### src/rtl/loader_sink.sv
// loader_sink: packs the byte-wide loader stream into 16-bit SDRAM word writes.
// An even byte is parked until its odd partner arrives. An orphaned byte is
// written alone, with only its own byte-lane enable set.
// Optional feature: define LOADER_SINK_CHECKSUM_EN to add ldr_sum, a 16-bit
// running sum of all accepted bytes.
module loader_sink (
    input  logic        clk_sys,
    input  logic        reset,
    input  logic        ldr_oe,
    input  logic        ldr_wr,
    input  logic [18:0] ldr_adr,
    input  logic [7:0]  ldr_wdat,
    output logic        ldr_ack,
    output logic        mem_req,
    output logic [17:0] mem_addr,
    output logic [15:0] mem_wdat,
    output logic [1:0]  mem_be,
    input  logic        mem_ack,
    output logic        busy
`ifdef LOADER_SINK_CHECKSUM_EN
    ,
    output logic [15:0] ldr_sum
`endif
);

    typedef enum logic [2:0] {
        ST_IDLE,
        ST_ACK,
        ST_WAITLOW,
        ST_WRITE,
        ST_FLUSH
    } state_t;

    state_t      state_q, state_d;
    logic        held_q, held_d;
    logic [17:0] hold_addr_q, hold_addr_d;
    logic [7:0]  hold_dat_q, hold_dat_d;
    logic [17:0] mem_addr_q, mem_addr_d;
    logic [15:0] mem_wdat_q, mem_wdat_d;
    logic [1:0]  mem_be_q, mem_be_d;
    logic        byte_take;
    logic        word_match;
    logic        do_flush;

    // Qualified byte strobe and pairing test against the parked even byte
    always_comb begin
        byte_take  = ldr_oe && ldr_wr;
        word_match = held_q && (hold_addr_q == ldr_adr[18:1]);
    end

    // State and datapath registers
    always_ff @(posedge clk_sys) begin
        if (reset) begin
            state_q     <= ST_IDLE;
            held_q      <= 1'b0;
            hold_addr_q <= '0;
            hold_dat_q  <= '0;
            mem_addr_q  <= '0;
            mem_wdat_q  <= '0;
            mem_be_q    <= '0;
        end else begin
            state_q     <= state_d;
            held_q      <= held_d;
            hold_addr_q <= hold_addr_d;
            hold_dat_q  <= hold_dat_d;
            mem_addr_q  <= mem_addr_d;
            mem_wdat_q  <= mem_wdat_d;
            mem_be_q    <= mem_be_d;
        end
    end

    // Next-state decision and datapath loads
    always_comb begin
        state_d     = state_q;
        held_d      = held_q;
        hold_addr_d = hold_addr_q;
        hold_dat_d  = hold_dat_q;
        mem_addr_d  = mem_addr_q;
        mem_wdat_d  = mem_wdat_q;
        mem_be_d    = mem_be_q;
        do_flush    = 1'b0;

        case (state_q)
            ST_IDLE: begin
                // A parked byte with the window closed can only mean ldr_oe fell
                // after the byte was taken, so this level test replaces an edge detector.
                if (held_q && !ldr_oe) begin
                    do_flush = 1'b1;
                end else if (byte_take) begin
                    if (!ldr_adr[0]) begin
                        if (held_q) begin
                            do_flush = 1'b1;
                        end else begin
                            held_d      = 1'b1;
                            hold_addr_d = ldr_adr[18:1];
                            hold_dat_d  = ldr_wdat;
                            state_d     = ST_ACK;
                        end
                    end else if (word_match) begin
                        mem_addr_d = ldr_adr[18:1];
                        mem_wdat_d = {ldr_wdat, hold_dat_q};
                        mem_be_d   = 2'b11;
                        state_d    = ST_WRITE;
                    end else if (held_q) begin
                        do_flush = 1'b1;
                    end else begin
                        mem_addr_d = ldr_adr[18:1];
                        mem_wdat_d = {ldr_wdat, 8'h00};
                        mem_be_d   = 2'b10;
                        state_d    = ST_WRITE;
                    end
                end
            end
            ST_WRITE: begin
                if (mem_ack) begin
                    held_d  = 1'b0;
                    state_d = ST_ACK;
                end
            end
            ST_FLUSH: begin
                // The byte that forced the flush is still on the bus; IDLE re-evaluates it.
                if (mem_ack) begin
                    held_d  = 1'b0;
                    state_d = ST_IDLE;
                end
            end
            ST_ACK: begin
                state_d = ST_WAITLOW;
            end
            ST_WAITLOW: begin
                if (!ldr_wr) begin
                    state_d = ST_IDLE;
                end
            end
            default: begin
                state_d = ST_IDLE;
            end
        endcase

        if (do_flush) begin
            mem_addr_d = hold_addr_q;
            mem_wdat_d = {8'h00, hold_dat_q};
            mem_be_d   = 2'b01;
            state_d    = ST_FLUSH;
        end
    end

`ifdef LOADER_SINK_CHECKSUM_EN
    logic [7:0]  sum_byte_q, sum_byte_d;
    logic [15:0] ldr_sum_q, ldr_sum_d;

    // Capture the byte being accepted and fold it into the sum during the ldr_ack cycle
    always_comb begin
        sum_byte_d = sum_byte_q;
        ldr_sum_d  = ldr_sum_q;
        if ((state_q == ST_IDLE) && ((state_d == ST_ACK) || (state_d == ST_WRITE))) begin
            sum_byte_d = ldr_wdat;
        end
        if (state_q == ST_ACK) begin
            ldr_sum_d = ldr_sum_q + {8'h00, sum_byte_q};
        end
    end

    // Checksum registers
    always_ff @(posedge clk_sys) begin
        if (reset) begin
            sum_byte_q <= '0;
            ldr_sum_q  <= '0;
        end else begin
            sum_byte_q <= sum_byte_d;
            ldr_sum_q  <= ldr_sum_d;
        end
    end
`endif

    // Outputs decoded from state plus registered write payload
    always_comb begin
        ldr_ack  = (state_q == ST_ACK);
        mem_req  = (state_q == ST_WRITE) || (state_q == ST_FLUSH);
        busy     = (state_q != ST_IDLE) || held_q;
        mem_addr = mem_addr_q;
        mem_wdat = mem_wdat_q;
        mem_be   = mem_be_q;
`ifdef LOADER_SINK_CHECKSUM_EN
        ldr_sum  = ldr_sum_q;
`endif
    end

endmodule

### config.mk
export PLATFORM = sky130hd
export DESIGN_NAME = loader_sink
export DESIGN_NICKNAME = d
export VERILOG_FILES = /design/src/rtl/loader_sink.sv
export SDC_FILE = /design/constraint.sdc
export NUM_CORES = 1
export LEC_CHECK = 0
export CORE_ASPECT_RATIO = 1.1
export CORE_UTILIZATION = 25
export CTS_CLUSTER_SIZE = 25
export DETAILED_ROUTE_END_ITERATION = 8
export DONT_BUFFER_PORTS = 1
export PLACE_DENSITY = 0.37
export SKIP_CTS_REPAIR_TIMING = 1
export SLEW_MARGIN = 20
export SYNTH_ARGS = -nofsm -noshare
export SYNTH_HDL_FRONTEND = slang
export SYNTH_SLANG_ARGS = --single-unit
export TNS_END_PERCENT = 30
### constraint.sdc
create_clock -name clk_sys -period 2.48 [get_ports clk_sys]
set_clock_uncertainty 0.2 [all_clocks]
set_input_delay 0.496 -clock clk_sys [delete_from_list [all_inputs] [get_ports clk_sys]]
set_output_delay 0.496 -clock clk_sys [all_outputs]
set_load 0.1 [all_outputs]
==> results by group <==
Worst setup path
  • Crit path cell chain: or3_4 > or2_4 > buf_4
  • Buf/Inv on CP: 1
  • Critical Path Max Stage Delay: approximately 0.4 ns
  • Worst Path Arrival: roughly 1.6 ns
  • Req. time, crit path: roughly 1.8 ns
  • Worst setup path class: flip-flop to output pin
  • Critical Path Start Type: flip-flop
  • Worst Reg-to-Reg Cells: 5
  • Critical path endpoint category: output pin
  • Crit-path max FO: 7
  • CP delay by family, top: simple AND/OR/NAND/NOR gates
  • CP max-delay cell: or3_4
  • Cell count along the critical path: 3

Layout
  • Fin util: roughly a third
  • ANT cells: 0
  • P&R area growth vs syn: 25.9%
  • Design Area, Final: approximately 3700 µm²
  • Share of layout cells above drive strength 1: 22.1%
  • Final net count: between 300 and 400

Global routing
  • Met1 usage: 17.9%
  • Vias in the first global route: 2548
  • GR peak layer: met2
  • Met3 global-route usage: between 4 and 5%
  • Antenna violations before repair: 0
  • GR Overflow Total: 0
  • Met2 usage: roughly a quarter
  • Gr usage total: 15.4%
  • First-pass GRT wire length: 14.1 mm
  • Largest net degree at the start of global routing: 33

Logic synthesis
  • Yosys top cell by area: dfxtp_1
  • Synth cell types: just under 50
  • Sequential-to-total area share from yosys stat: ~45%
  • YS warnings: 0
  • Yosys top cell area share: between 40% and 50%
  • Cell Area, Synth: 2970 µm²
  • Synth Area per Inst: 9.51 µm²
  • Ranking of synthesized cells by area: dfxtp_1 45%, nand2_1 7.3%, a221o_1 6.1%, xor2_1 5.3%, a21oi_1 5.2%
  • Synth Instances: about 310
  • Synthesized Nets: about 340
  • Number of synthesized register bits: between 60 and 70

STA
  • Setup tns final: 0 ns
  • Fmax: 437 MHz
  • Final min period: roughly 2.3 ns
  • Endpoints failing hold: 0
  • Slew Viols, Final: 0
  • Final setup viols: 0
  • Max transition margin: between 40 and 50%
  • Worst slew pin tran: 0.772 ns
  • RSZ-0062 raised after global routing: no
  • Period utilization: between 90% and 100%

Detailed routing
  • Initial detailed-routing violation count: about 80
  • DR WL/cell: around 18 µm
  • Final Routed Wirelength: 8.94 mm
  • # DRC: 0
  • First-pass DRT Iterations: 4
  • Via count: 2448
  • Antenna-violating nets left: 0
  • Via density: 4.83

Min path
  • WHS Path Cells: 1
  • Tightest Hold Check Type: input port to flip-flop

Die
  • # IOs: between 70 and 80
  • Die Ht: around 120 µm
  • Starting Density: around 26%
  • DIE AREA: between 10000 and 15000 µm²
  • Die Width: 106 µm
  • # rows: 41
  • Core area: between 10000 and 15000 µm²

Clock tree
  • Clock latency on the worst-skew pair: ~0.33 ns
  • CTS tree: built
  • TritonCTS Sinks: 66
  • Worst-path clk slew: about 0.05 ns
  • CTS Root Cell: clkbuf_16
  • H-Tree Depth: 3
  • CTS max path bufs: 2
  • CTS Buf Count: 9

Placement
  • IO Port Bufs: 0
  • Placed cell area: ~3400 µm²
  • RePlAce Congestion: 0.794
  • Final HPWL DP: about 6.0 mm

Power
  • Design Power: around 0.0033 W
  • Flop pwr share: between 30% and 40%
  • Power Internal: 0.00219 W
  • Max IR drop VDD: approximately 0.33 mV
  • Clock network fraction of design power: a little under two fifths
  • Power Dens Cells: slightly below 900 nW/µm²
  • Fraction of power spent switching nets: roughly a third
  • Gate power share: a little over a quarter
  • Leak: around 1.4 nW
  • NetSw: about 0.0011 W

Outcome
  • Status: completed

Run
  • Max_cap viols: 0
sequential cells by signal, summed over array words and instances (netlist names):
register and flops:
hold_addr_q 18, mem_addr 18, mem_wdat 16, hold_dat_q 8
state_q 3, mem_be 2, held_q 1
power groups by stage:
| stage | Clock (W) | Combinational (W) | Sequential (W) |
|---|---|---|---|
| 3_3_place_gp | 0 | 0.000904 | 0.00120 |
| 4_1_cts | 0.00130 | 0.000909 | 0.00118 |
| 3_5_place_dp | 0 | 0.000907 | 0.00120 |
| 6_report | 0.00126 | 0.000900 | 0.00118 |
| 2_1_floorplan | 0 | 0.000403 | 0.00151 |
| 5_1_grt | 0.00133 | 0.000955 | 0.00119 |
metrics by stage:
stage	setup slack (ns)	hold WS [ns]	cells
2_1_floorplan	-0.202	0.236	312
3_3_place_gp	0.0577	0.236	492
3_5_place_dp	0.0401	0.245	492
4_1_cts	-0.0303	0.0244	507
5_1_grt	0.0513	0.0294	507
6_report	0.190	0.0421	507
cells in the mapped netlist (all sizes together):
cell type   n
nor4        6
or2b        1
o2111a      1
o311ai      1
nor2        3
nor3        3
and2b       1
clkinv      1
a221o      18
nor2b       3
and3        2
o21ba       1
a31oi       2
o211a       2
a22o        8
a21o        1
nand2b      2
and2       20
a311o       1
nand2      59
buf        11
o22ai       1
dfxtp      66
o2111ai    16
nand3       3
xor2       18
clkbuf     10
or3         1
nand3b      2
nand4       2
nor3b       2
mux2i       8
inv         1
or2         1
o21ai       3
a21oi      31
placed cells by master (no fill, tap or decap), types with 3 or more instances in the layout:
| cell | instances |
|---|---|
| nor4_1 | 5 |
| a21oi_1 | 31 |
| nor2b_1 | 3 |
| o2111ai_1 | 16 |
| mux2i_1 | 8 |
| clkbuf_16 | 9 |
| a221o_1 | 18 |
| and2_1 | 18 |
| dfxtp_1 | 66 |
| buf_4 | 50 |
| clkbuf_1 | 3 |
| a22o_1 | 8 |
| nand2_1 | 58 |
| xor2_1 | 18 |
layout make-up:
| type | count | area [µm²] |
|---|---|---|
| timing repair buffer | 51 | 395 |
| fill | 1220 | 7760 |
| clock buffer | 13 | 250 |
| multi-input combinational | 223 | 1530 |
| inverter | 2 | 7.51 |
| sequential | 66 | 1320 |
| clock inverter | 2 | 37.5 |
| tap | 150 | 188 |
worst reg2reg max path: stages (launching register included):
cell and delay, ns:
dfxtp_1 0.33, xor2_1 0.19, nor4_1 0.45, and3_1 0.32, a31oi_4 0.28, a221o_1 0.39
worst paths after layout:
| path | start | end | slack, ns |
|---|---|---|---|
| worst min register to register | hold_dat_q[0]$_SDFFE_PP0P_ | hold_dat_q[0]$_SDFFE_PP0P_ | 0.25 |
| worst max register to register | hold_addr_q[4]$_SDFFE_PP0P_ | mem_addr[9]$_SDFFE_PP0P_ | 0.20 |
| worst max-delay path | state_q[0]$_SDFFE_PP0P_ | busy | 0.19 |
| worst min-delay path | reset | state_q[2]$_SDFFE_PP0P_ | 0.04 |
routing by layer:
layer	wire [µm]	part of all wire, %
met1	3770	42
met5	0	0
met3	617	6.9
met2	4400	49
met4	147	1.6
cells by family after synthesis:
| logic type | synth area share, % |
|---|---|
| flip-flops | 44.5 |
| AND/OR/NAND/NOR | 20.3 |
| multiplexers | 2.70 |
| XOR/XNOR | 5.31 |
| buffers and inverters | 4.60 |
| AO/OA/AOI/OAI | 22.6 |
(Power assumes the default switching activity.)
